$ cat src/rtl/led_matrix_scan_pkg.sv
// Shared constants and scan state encoding for the LED matrix scan controller.
package led_pkg;
    localparam int MATRIX_ROWS = 16;
    localparam int COL_W       = 16;
    localparam int ROM_ADDR_W  = 6;
    localparam int CHAR_IDX_W  = 2;
    localparam int ROW_IDX_W   = ROM_ADDR_W - CHAR_IDX_W;

    typedef enum logic [1:0] {
        IDLE  = 2'd0,
        BLANK = 2'd1,
        SHOW  = 2'd2
    } scan_state_e;
endpackage

$ cat src/rtl/led_matrix_scan_if.sv
// ROM-side and matrix-side signals of the scan controller, bundled as one port.
interface led_scan_if;
    import led_pkg::*;
    logic                  i_en;
    logic                  i_pause;
    logic [ROM_ADDR_W-1:0] o_addr;
    logic [COL_W-1:0]      i_row;
    logic [MATRIX_ROWS-1:0] o_row_sel;
    logic [COL_W-1:0]      o_col;
    logic [CHAR_IDX_W-1:0] o_char_idx;
    logic                  o_frame_tick;

    modport master (
        input  i_en, i_pause, i_row,
        output o_addr, o_row_sel, o_col, o_char_idx, o_frame_tick
    );
    modport slave (
        output i_en, i_pause, i_row,
        input  o_addr, o_row_sel, o_col, o_char_idx, o_frame_tick
    );
endinterface

$ cat src/rtl/led_matrix_scan_ticker.sv
// Phase counter: counts while running and strobes o_done on the terminal count.
module scan_ticker #(
    parameter int W = 2
) (
    input  logic         i_clk,
    input  logic         i_rst_n,
    input  logic         i_clr,
    input  logic         i_run,
    input  logic [W-1:0] i_last,
    output logic         o_done
);
    logic [W-1:0] r_cnt;

    assign o_done = i_run && (r_cnt == i_last);

    always_ff @(posedge i_clk or negedge i_rst_n) begin
        if (!i_rst_n)
            r_cnt <= '0;
        else if (i_clr || o_done)
            r_cnt <= '0;
        else if (i_run)
            r_cnt <= r_cnt + 1'b1;
    end
endmodule

$ cat src/rtl/led_matrix_scan.sv
// Row-at-a-time LED matrix scanner: blank gap, lit row, frame and glyph sequencing.
module led_matrix_scan
    import led_pkg::*;
#(
    parameter int BLANK_CYCLES    = 2,
    parameter int ROW_CYCLES      = 4,
    parameter int FRAMES_PER_CHAR = 2,
    parameter int CHAR_COUNT      = 4
) (
    input  logic       i_clk,
    input  logic       i_rst_n,
    led_scan_if.master bus
);
    localparam int PH_MAX = (BLANK_CYCLES > ROW_CYCLES) ? BLANK_CYCLES : ROW_CYCLES;
    localparam int CW     = (PH_MAX > 1) ? $clog2(PH_MAX) : 1;
    localparam int FW     = (FRAMES_PER_CHAR > 1) ? $clog2(FRAMES_PER_CHAR) : 1;

    scan_state_e            r_state;
    logic [ROW_IDX_W-1:0]   r_row;
    logic [FW-1:0]          r_frame;
    logic [CHAR_IDX_W-1:0]  r_char;
    logic [ROM_ADDR_W-1:0]  r_addr;
    logic [MATRIX_ROWS-1:0] r_row_sel;
    logic [COL_W-1:0]       r_col;
    logic                   r_tick;

    logic                   w_run, w_clr, w_done;
    logic [CW-1:0]          w_last;
    logic                   w_frame_end, w_frame_last, w_char_adv;
    logic [CHAR_IDX_W-1:0]  w_char_nxt;

    // Disable clears the phase counter so a re-enable always starts a clean row.
    assign w_run  = bus.i_en && (r_state != IDLE);
    assign w_clr  = !bus.i_en || (r_state == IDLE);
    assign w_last = (r_state == SHOW) ? CW'(ROW_CYCLES - 1) : CW'(BLANK_CYCLES - 1);

    scan_ticker #(.W(CW)) u_ticker (
        .i_clk   (i_clk),
        .i_rst_n (i_rst_n),
        .i_clr   (w_clr),
        .i_run   (w_run),
        .i_last  (w_last),
        .o_done  (w_done)
    );

    assign w_frame_end  = (r_state == SHOW) && w_done && (r_row == ROW_IDX_W'(MATRIX_ROWS - 1));
    assign w_frame_last = (r_frame == FW'(FRAMES_PER_CHAR - 1));
    assign w_char_adv   = w_frame_end && w_frame_last && !bus.i_pause;
    assign w_char_nxt   = !w_char_adv ? r_char :
                          (r_char == CHAR_IDX_W'(CHAR_COUNT - 1)) ? '0 : r_char + 1'b1;

    always_ff @(posedge i_clk or negedge i_rst_n) begin
        if (!i_rst_n) begin
            r_state   <= IDLE;
            r_row     <= '0;
            r_frame   <= '0;
            r_char    <= '0;
            r_addr    <= '0;
            r_row_sel <= '0;
            r_col     <= '0;
            r_tick    <= 1'b0;
        end else if (!bus.i_en) begin
            r_state   <= IDLE;
            r_row     <= '0;
            r_frame   <= '0;
            r_addr    <= {r_char, {ROW_IDX_W{1'b0}}};
            r_row_sel <= '0;
            r_col     <= '0;
            r_tick    <= 1'b0;
        end else begin
            r_tick <= 1'b0;
            case (r_state)
                IDLE: begin
                    r_row_sel <= '0;
                    r_col     <= '0;
                    r_state   <= BLANK;
                end
                BLANK: begin
                    r_row_sel <= '0;
                    r_col     <= '0;
                    if (w_done) begin
                        r_col     <= bus.i_row;
                        r_row_sel <= {{(MATRIX_ROWS-1){1'b0}}, 1'b1} << r_row;
                        r_state   <= SHOW;
                    end
                end
                SHOW: begin
                    if (w_done) begin
                        r_row_sel <= '0;
                        r_col     <= '0;
                        r_row     <= r_row + 1'b1;
                        r_char    <= w_char_nxt;
                        r_addr    <= {w_char_nxt, r_row + 1'b1};
                        r_state   <= BLANK;
                        if (w_frame_end) begin
                            r_tick <= 1'b1;
                            // A paused last frame holds its count so the advance fires later.
                            if (!w_frame_last)
                                r_frame <= r_frame + 1'b1;
                            else if (!bus.i_pause)
                                r_frame <= '0;
                        end
                    end
                end
                default: r_state <= IDLE;
            endcase
        end
    end

    assign bus.o_addr       = r_addr;
    assign bus.o_row_sel    = r_row_sel;
    assign bus.o_col        = r_col;
    assign bus.o_char_idx   = r_char;
    assign bus.o_frame_tick = r_tick;
endmodule

$ cat src/flat_wrapper.sv
// flat-port wrapper written by rule: the top's interface ports become plain ports
module led_matrix_scan_flat import led_pkg::*;
#(
    parameter int BLANK_CYCLES    = 2,
    parameter int ROW_CYCLES      = 4,
    parameter int FRAMES_PER_CHAR = 2,
    parameter int CHAR_COUNT      = 4
)
  (i_clk, i_rst_n, bus_i_en, bus_i_pause, bus_i_row, bus_o_addr, bus_o_row_sel, bus_o_col, bus_o_char_idx, bus_o_frame_tick);
  led_scan_if bus_i ();
  input  logic i_clk;
  input  logic i_rst_n;
  input wire logic [$bits(bus_i.i_en)-1:0] bus_i_en;
  input wire logic [$bits(bus_i.i_pause)-1:0] bus_i_pause;
  input wire logic [$bits(bus_i.i_row)-1:0] bus_i_row;
  output wire logic [$bits(bus_i.o_addr)-1:0] bus_o_addr;
  output wire logic [$bits(bus_i.o_row_sel)-1:0] bus_o_row_sel;
  output wire logic [$bits(bus_i.o_col)-1:0] bus_o_col;
  output wire logic [$bits(bus_i.o_char_idx)-1:0] bus_o_char_idx;
  output wire logic [$bits(bus_i.o_frame_tick)-1:0] bus_o_frame_tick;
  assign bus_i.i_en = bus_i_en;
  assign bus_i.i_pause = bus_i_pause;
  assign bus_i.i_row = bus_i_row;
  assign bus_o_addr = bus_i.o_addr;
  assign bus_o_row_sel = bus_i.o_row_sel;
  assign bus_o_col = bus_i.o_col;
  assign bus_o_char_idx = bus_i.o_char_idx;
  assign bus_o_frame_tick = bus_i.o_frame_tick;
  led_matrix_scan #(.BLANK_CYCLES(BLANK_CYCLES), .ROW_CYCLES(ROW_CYCLES), .FRAMES_PER_CHAR(FRAMES_PER_CHAR), .CHAR_COUNT(CHAR_COUNT)) u_core (.i_clk(i_clk), .i_rst_n(i_rst_n), .bus(bus_i));
endmodule
$ cat config.mk
export PLATFORM = sky130hd
export DESIGN_NAME = led_matrix_scan_flat
export DESIGN_NICKNAME = d
export VERILOG_FILES = /design/src/rtl/led_matrix_scan_pkg.sv /design/src/rtl/led_matrix_scan_if.sv /design/src/rtl/led_matrix_scan_ticker.sv /design/src/rtl/led_matrix_scan.sv /design/src/flat_wrapper.sv
export SDC_FILE = /design/constraint.sdc
export NUM_CORES = 1
export LEC_CHECK = 0
export BUFFER_PORTS_ARGS = -buffer_cell sky130_fd_sc_hd__buf_2
export CORE_MARGIN = 10
export CORE_UTILIZATION = 45
export CTS_CLUSTER_SIZE = 12
export DETAILED_ROUTE_END_ITERATION = 16
export PLACE_DENSITY = 0.74
export RECOVER_POWER = 100
export SETUP_SLACK_MARGIN = 0.15
export SYNTH_ARGS = -nofsm -noshare
export SYNTH_HDL_FRONTEND = slang
export SYNTH_SLANG_ARGS = --single-unit
$ cat constraint.sdc
create_clock -name i_clk -period 1.75 [get_ports i_clk]
set_clock_uncertainty 0.2 [all_clocks]
set_input_delay 0.0875 -clock i_clk [delete_from_list [all_inputs] [get_ports i_clk]]
set_output_delay 0.0875 -clock i_clk [all_outputs]
set_load 0.02 [all_outputs]
==> results of run 1 <==
==> metrics by stage <==
step / util [%] / instances / worst slack (ps)
CTS: 62.30 / 296 / 153.7
global placement: 55.30 / 267 / 158.0
floorplan: - / 161 / 143.3
finish: 61.95 / 301 / 125.7
detailed placement: 55.30 / 267 / 118.8
global route: 61.95 / 301 / 35.50
==> cells in the mapped netlist <==
master | count | area share, %
a32o_1 | 3 | 1.5
nor2b_1 | 3 | 0.95
a21oi_1 | 7 | 1.8
o2bb2ai_1 | 10 | 4.4
ha_1 | 7 | 4.4
clkbuf_2 | 1 | 0.25
nand4b_1 | 1 | 0.44
or3_1 | 1 | 0.32
buf_4 | 1 | 0.38
nor4_1 | 2 | 0.63
nor2_1 | 5 | 0.95
a211oi_1 | 1 | 0.38
buf_6 | 2 | 1.1
a311o_1 | 1 | 0.51
a22o_1 | 19 | 8.4
clkbuf_1 | 1 | 0.19
nand3_1 | 4 | 1.0
nand4_1 | 1 | 0.32
o21a_1 | 1 | 0.38
nand2_1 | 11 | 2.1
inv_1 | 6 | 1.1
o211a_1 | 1 | 0.51
and4bb_4 | 1 | 0.82
or3b_2 | 2 | 0.88
a221oi_1 | 2 | 0.88
o21ai_0 | 1 | 0.25
and3_1 | 3 | 0.95
clkinv_1 | 1 | 0.19
and3b_1 | 1 | 0.44
dfrtp_1 | 46 | 58
nor3_1 | 2 | 0.51
a311oi_1 | 2 | 0.88
mux2_2 | 2 | 1.1
and4b_1 | 1 | 0.51
nand2b_1 | 2 | 0.63
buf_2 | 5 | 1.3
and2_4 | 1 | 0.44
==> routing by layer <==
metal / part of all wire, % / vias up / GRT usage [%]
met1: 47 / 780 / 17.16
li1: - / 776 / -
met2: 44 / 61 / 20.47
met5: 0 / - / 0
met3: 8.2 / 5 / 4.409
met4: 0.67 / 0 / 3.240
==> state kept, by name, indices dropped and copies added, names as in the netlist <==
signal and cells:
u_core.bus.o_row_sel 16, u_core.r_state 2, u_core.r_row 3, u_core.r_frame 1, u_core.u_ticker.r_cnt 2, u_core.bus.o_addr 3
u_core.bus.o_col 16, u_core.bus.o_frame_tick 1, u_core.bus.o_char_idx 2
==> worst min-delay path: cells and delay by family <==
family	cells	cell delay [ps]
buf+inv	1	110
simple gates	1	160
compound gates	1	120
==> what timing repair did <==
item                                    CTS  global route
gates cloned                              0             2
endpoints found under the setup margin    3            25
resized for setup                         1             6
pin swaps                                 0             4
buffers inserted                          3             3
endpoints found under the hold margin    45             0
hold buffers                             18             0
==> area by class of cell <==
class                      count  area, µm²  area share [%]
tap                           52      65.06           2.446
clock inverter                 1      5.005          0.1881
multi-input combinational     99      803.3           30.20
clock buffer                   7      86.33           3.246
inverter                       7      26.28          0.9878
timing repair buffer          89      516.7           19.43
sequential                    46       1157           43.51
==> worst paths after layout <==
kind                                                             to  cells past startpoint  slack [ps]                           startpoint
min in group asynchronous          u_core.bus.o_col[10]$_DFFE_PN0P_                      2         170                              i_rst_n
worst min-delay path                     u_core.r_frame$_DFFE_PN0P_                      3          30                          bus_i_pause
worst max register to register     u_core.bus.o_addr[5]$_DFFE_PN0P_                      4         130        u_core.r_state[0]$_DFFE_PN0P_
max in group asynchronous           u_core.bus.o_col[2]$_DFFE_PN0P_                      3         310                              i_rst_n
worst min register to register  u_core.bus.o_row_sel[6]$_DFFE_PN0P_                      1         290  u_core.bus.o_row_sel[6]$_DFFE_PN0P_
worst max-delay path               u_core.bus.o_addr[5]$_DFFE_PN0P_                      4         130        u_core.r_state[0]$_DFFE_PN0P_
==> power by group through the flow <==
stage	Clock [mW]	Sequential, mW	Combinational (mW)
2_1_floorplan	0	1.12	0.0443
3_3_place_gp	0	1.11	0.120
3_5_place_dp	0	1.11	0.123
4_1_cts	0.663	1.09	0.154
5_1_grt	0.711	1.09	0.167
6_report	0.644	1.09	0.151
==> kinds of logic after synthesis <==
family                     count (synthesis)  share of synthesized area (%)
DFF                                       46                          58.12
buffers and inverters                     17                          4.547
muxes                                      2                          1.137
and+or+nand+nor                           41                          11.88
AOI/OAI and AO/OA                         48                          19.90
adders and majority gates                  7                          4.422
==> out/summary.log, run 1 <==
[run_status] outcome completed
[detailed_routing] routed length per instance 17.26 µm
[synth] mean post-synth cell area 12.30 µm²
[sta] count of pins over their slew limit 0
[grt] number of antenna violations at the first check in global routing 0
[clocking] total CTS buffers 5
[pwr] Worst IR Drop VDD 0.3796 mV
[detailed_routing] Post-route DRC 0
[sta] Final Cycle Share 92.81%
[pwr] Clk pwr share 34.2%
[pwr] sw power 0.4203 mW
[sta] slew at the pin closest to its max-slew limit 700.1 ps
[layout] most frequent standard cell in the layout excluding fill and tap cells clkbuf_1
[sta] timing-limited maximum frequency 615.7 MHz
[worst_setup_path] number of buffers and inverters on the critical path 1
[layout] synth-to-layout area growth 34.30%
[pwr] power density over the cells 708.4 nW/µm²
[pwr] combinational group share of total power 8.0%
[place] Placement Cell Area 2375 µm²
[clocking] clock slew seen by the registers of the worst setup and hold paths 80 ps
[detailed_routing] number of nets still failing antenna checks after routing 0
[grt] pin count of the biggest net entering global routing 33
[worst_setup_path] arrival time at the worst endpoint 1570 ps
[worst_setup_path] CP Data Required Time 1700 ps
[synth] synth warn 0
[clocking] deepest clock path buffer count 2
[grt] via count of the first global-routing pass 1630
[detailed_routing] Vias 1622
[worst_setup_path] Critical Path Sink Type flop
[synth] synthesized netlist cell count 161
[sta] number of setup violations in the final report 0
[floorplan] die boundary height 86.35 µm
[clocking] clock tree from TritonCTS built
[detailed_routing] number of DRC violations after detailed-routing iteration 0 83
[sta] count of endpoints failing hold in the final timing report 0
[worst_setup_path] startpoint class of the critical path flop
[worst_setup_path] critical-path cell list nand4b_1, clkbuf_2, nor4_2, a311oi_1
[floorplan] Chip Width 86.35 µm
[place] IO buf count 60
[floorplan] core area 4294 µm²
[layout] commonest non-fill, non-tap cells in the layout clkbuf_1 (42), dfrtp_1 (41), a22o_1 (19), buf_2 (19), dlygate4sd3_1 (18)
[place] final RePlAce weighted congestion 0.7876
[floorplan] Top Ports 61
[worst_setup_path] Critical Path Slowest Stage Cell dfrtp_2
[grt] global route overflow 0
[worst_setup_path] cell family with most CP delay simple AND/OR/NAND/NOR gates
[layout] proportion of layout cells with a drive suffix above 1 21.69%
[synth] area of the mapped netlist 1981 µm²
[pwr] sum of internal, switching and leakage power 1.884 mW
[worst_setup_path] largest fanout on the critical path 6
[pwr] Sequential Power Share 57.8%
[sta] worst rel slew slack 53.33%
[sta] Fin Hold WS 33.28 ps
[layout] # diodes 0
[layout] count of nets after finishing 275
[worst_setup_path] type of the worst setup path flop to flop
[detailed_routing] per-cell via count in the routed design 5.389
[clocking] H-tree levels 2
[place] DP Wirelength 3.543 mm
[floorplan] starting density of the core 46.12%
[grt] overall routing resource usage 13.15%
[detailed_routing] TritonRoute pass-1 iters 4
[sta] Final min period 1624 ps
[synth] Distinct cells, synth 37
[grt] wire length of the first global-routing pass 8.204 mm
[clocking] Worst-Skew Late Latency 290 ps
[sta] RSZ-0062 raised after global routing yes
[clocking] Clock Root Buffer clkbuf_8
[synth] number of synthesized register bits 46
[pwr] cell internal power dissipation 1.464 mW
[min_path] worst min-delay path category input pin to flop
[flow_run] Max-cap violations 0
[clocking] clk sink count 46
[pwr] leakage power 1.204 nW
[synth] sequential element share of the synthesized area 58.12%
[worst_setup_path] Crit path largest cell delay 440 ps
[layout] area of all placed cells without fillers 2660 µm²
[floorplan] die outline area 7455 µm²
[synth] Synth Net Count 188
[pwr] switching share of power 22.31%
[floorplan] total number of placement rows 24
[sta] setup total negative slack 0 ps
[layout] fillcell total 356
[detailed_routing] Routed Wire Length 5.196 mm
No activity file was read; power rests on OpenSTA's default activity.
==> run 2: changes to the inputs <==
--- a/config.mk
+++ b/config.mk
@@ -5,12 +5,13 @@
 export SDC_FILE = /design/constraint.sdc
 export NUM_CORES = 1
 export LEC_CHECK = 0
+export ABC_AREA = 1
 export BUFFER_PORTS_ARGS = -buffer_cell sky130_fd_sc_hd__buf_2
 export CORE_MARGIN = 10
-export CORE_UTILIZATION = 45
+export CORE_UTILIZATION = 46
 export CTS_CLUSTER_SIZE = 12
 export DETAILED_ROUTE_END_ITERATION = 16
-export PLACE_DENSITY = 0.74
+export PLACE_DENSITY = 0.75
 export RECOVER_POWER = 100
 export SETUP_SLACK_MARGIN = 0.15
 export SYNTH_ARGS = -nofsm -noshare
==> out/summary.log, run 2 <==
[pwr] sum of internal, switching and leakage power 2.012 mW
[grt] number of antenna violations at the first check in global routing 0
[clocking] deepest clock path buffer count 2
[synth] area of the mapped netlist 2102 µm²
[synth] most instantiated library cell after synthesis nand2_1
[place] DP Wirelength 3.703 mm
[pwr] Worst IR Drop VDD 0.5402 mV
[synth] async set-or-reset flop fraction in the synthesized netlist 100.0%
[sta] worst rel slew slack 59.78%
[sta] timing-limited maximum frequency 587.2 MHz
[layout] fillcell total 355
[layout] proportion of layout cells with a drive suffix above 1 20.94%
[worst_setup_path] Critical Path Sink Type flop
[worst_setup_path] reg-to-reg setup timing slack 50 ps
[grt] overall routing resource usage 14.72%
[floorplan] core area 4384 µm²
[detailed_routing] number of nets still failing antenna checks after routing 0
[grt] wire length of the first global-routing pass 9.252 mm
[worst_setup_path] largest fanout on the critical path 8
[worst_setup_path] startpoint class of the critical path flop
[synth] fraction of synthesized cell area taken by the top area cell type 54.76%
[layout] # diodes 0
[pwr] power density over the cells 678.5 nW/µm²
[synth] synthesized netlist cell count 244
[worst_setup_path] type of the worst setup path flop to flop
[synth] number of synthesized register bits 46
[clocking] clock slew seen by the registers of the worst setup and hold paths 80 ps
[detailed_routing] TritonRoute pass-1 iters 4
[run_status] outcome completed
[grt] global route overflow 0
[worst_setup_path] reg-to-reg critical path startpoint u_core.r_state[0]$_DFFE_PN0P_
[sta] Final min period 1703 ps
[sta] count of endpoints failing hold in the final timing report 0
[floorplan] Chip Width 87.60 µm
[grt] met2 usage in global routing 23.68%
[worst_setup_path] arrival time at the worst endpoint 1740 ps
[detailed_routing] Vias 2054
[layout] count of nets after finishing 366
[pwr] leakage power 1.534 nW
[sta] Final Cycle Share 97.31%
[synth] Synth top cells by count nand2_1 (87), dfrtp_1 (46), nand3_1 (31)
[sta] number of setup violations in the final report 0
[synth] cell taking the most area after synthesis dfrtp_1
[clocking] total CTS buffers 5
[floorplan] die boundary height 87.60 µm
[synth] most used flip-flop cell after synthesis dfrtp_1
[clocking] clock tree from TritonCTS built
[layout] area of all placed cells without fillers 2965 µm²
[grt] M1 GR Usage 18.11%
[grt] busiest metal layer after global routing met2
[sta] slew at the pin closest to its max-slew limit 603.2 ps
[min_path] worst min-delay path startpoint bus_i_pause
[clocking] Worst-Skew Late Latency 300 ps
[grt] met3 track utilization from global routing 5.571%
[synth] Distinct cells, synth 27
[synth] Synth Net Count 271
[detailed_routing] Post-route DRC 0
[min_path] worst min-delay path category input pin to flop
[place] final RePlAce weighted congestion 0.8902
[layout] commonest non-fill, non-tap cells in the layout nand2_1 (85), dfrtp_1 (45), clkbuf_1 (40)
[sta] RSZ-0062 raised after global routing yes
[synth] main area contributors after synthesis dfrtp_1 (55%), nand2_1 (16%), nand3_1 (7.4%), ha_1 (4.2%), inv_1 (3.0%)
[clocking] H-tree levels 2
[sta] count of pins over their slew limit 0
[floorplan] die outline area 7674 µm²
[flow_run] Max-cap violations 0
[clocking] Clock Root Buffer clkbuf_8
[synth] synth warn 0
[place] IO buf count 60
[sta] Fin Hold WS 19.03 ps
[grt] pin count of the biggest net entering global routing 34
[place] Placement Cell Area 2490 µm²
[layout] synth-to-layout area growth 41.07%
[grt] via count of the first global-routing pass 1939
[synth] sequential element share of the synthesized area 54.76%
[detailed_routing] routed length per instance 16.20 µm
[floorplan] starting density of the core 47.95%
[detailed_routing] number of DRC violations after detailed-routing iteration 0 173
[synth] Post-synth EDFFs 0
[worst_setup_path] launch point of the worst path u_core.r_state[0]$_DFFE_PN0P_
[floorplan] total number of placement rows 24
[synth] mean post-synth cell area 8.615 µm²
[detailed_routing] per-cell via count in the routed design 5.253
[worst_setup_path] CP Data Required Time 1790 ps
[layout] most frequent standard cell in the layout excluding fill and tap cells nand2_1
[layout] Post-Route Utilization 67.64%
[detailed_routing] Routed Wire Length 6.334 mm
[clocking] clk sink count 46
[floorplan] Top Ports 61
-- run 2: logic make-up (layout without fill, tap and decap cells) --
| logic type | Yosys count | after routing | share of synthesized area, % |
|---|---|---|---|
| xor gates and xnor gates | 1 | 1 | 0.4167 |
| and+or+nand+nor | 145 | 145 | 30.48 |
| AOI/OAI and AO/OA | 13 | 13 | 3.571 |
| adders and majority gates | 7 | 7 | 4.166 |
| DFF | 46 | 46 | 54.76 |
| buffers and inverters | 32 | 127 | 6.607 |
-- run 2: path summary, 6_finish.rpt --
check / endpoint / cells past startpoint
worst max-delay path: u_core.bus.o_row_sel[14]$_DFFE_PN0P_ / 9
worst min-delay path: u_core.r_frame$_DFFE_PN0P_ / 5
worst max register to register: u_core.bus.o_row_sel[14]$_DFFE_PN0P_ / 9
worst min register to register: u_core.bus.o_row_sel[6]$_DFFE_PN0P_ / 2
max in group asynchronous: u_core.u_ticker.r_cnt[1]$_DFFE_PN0P_ / 3
min in group asynchronous: u_core.bus.o_col[14]$_DFFE_PN0P_ / 2
-- run 2: critical path, cell delays in order (launching register included) --
cell and delay, ps:
dfrtp_2 420, inv_2 60, nand3_2 60, nand2_2 60
buf_6 130, nor3_4 190, buf_12 160, clkbuf_16 150
nand4_1 110, nand2_1 100
-- run 2: power by group --
group	internal, mW	switching (mW)	total (mW)	leakage, nW
clock network	0.268	0.342	0.610	0.0438
logic	0.129	0.172	0.302	0.860
registers	1.08	0.0194	1.10	0.630
-- run 2: area by class of cell --
class	instances	area [µm²]	share of cell area, %
flip-flops and latches	46	1152	38.86
multi-input cells	166	872.1	29.41
repair buffers	99	718.2	24.22
inverters	21	78.83	2.658
clock buffers	5	68.82	2.321
well taps	52	65.06	2.194
clock inverters	2	10.01	0.3376
-- run 2: metrics by stage --
| step | worst slack [ps] | TNS (ps) | cells |
|---|---|---|---|
| CTS | 150.2 | 0 | 380 |
| global placement | 160.3 | 0 | 351 |
| detailed placement | 82.73 | 0 | 351 |
| finish | 47.02 | 0 | 391 |
| floorplan | 190.5 | 0 | 244 |
| global route | -13.77 | -13.77 | 391 |
-- run 2: routing by layer --
| metal | up-vias | wire length [µm] |
|---|---|---|
| li1 | 972 | - |
| met1 | 987 | 2550 |
| met2 | 84 | 3056 |
| met3 | 11 | 615 |
| met4 | 0 | 110 |
| met5 | - | 0 |
-- run 2: timing repair --
| action | 4_1_cts | 5_1_grt |
|---|---|---|
| cloned | 1 | 4 |
| pin swaps | 2 | 10 |
| setup endpoints to repair | 35 | 42 |
| hold buffers | 18 | 0 |
| gates resized for setup | 5 | 18 |
| hold endpoints to repair | 66 | 0 |
| setup buffers | 3 | 7 |
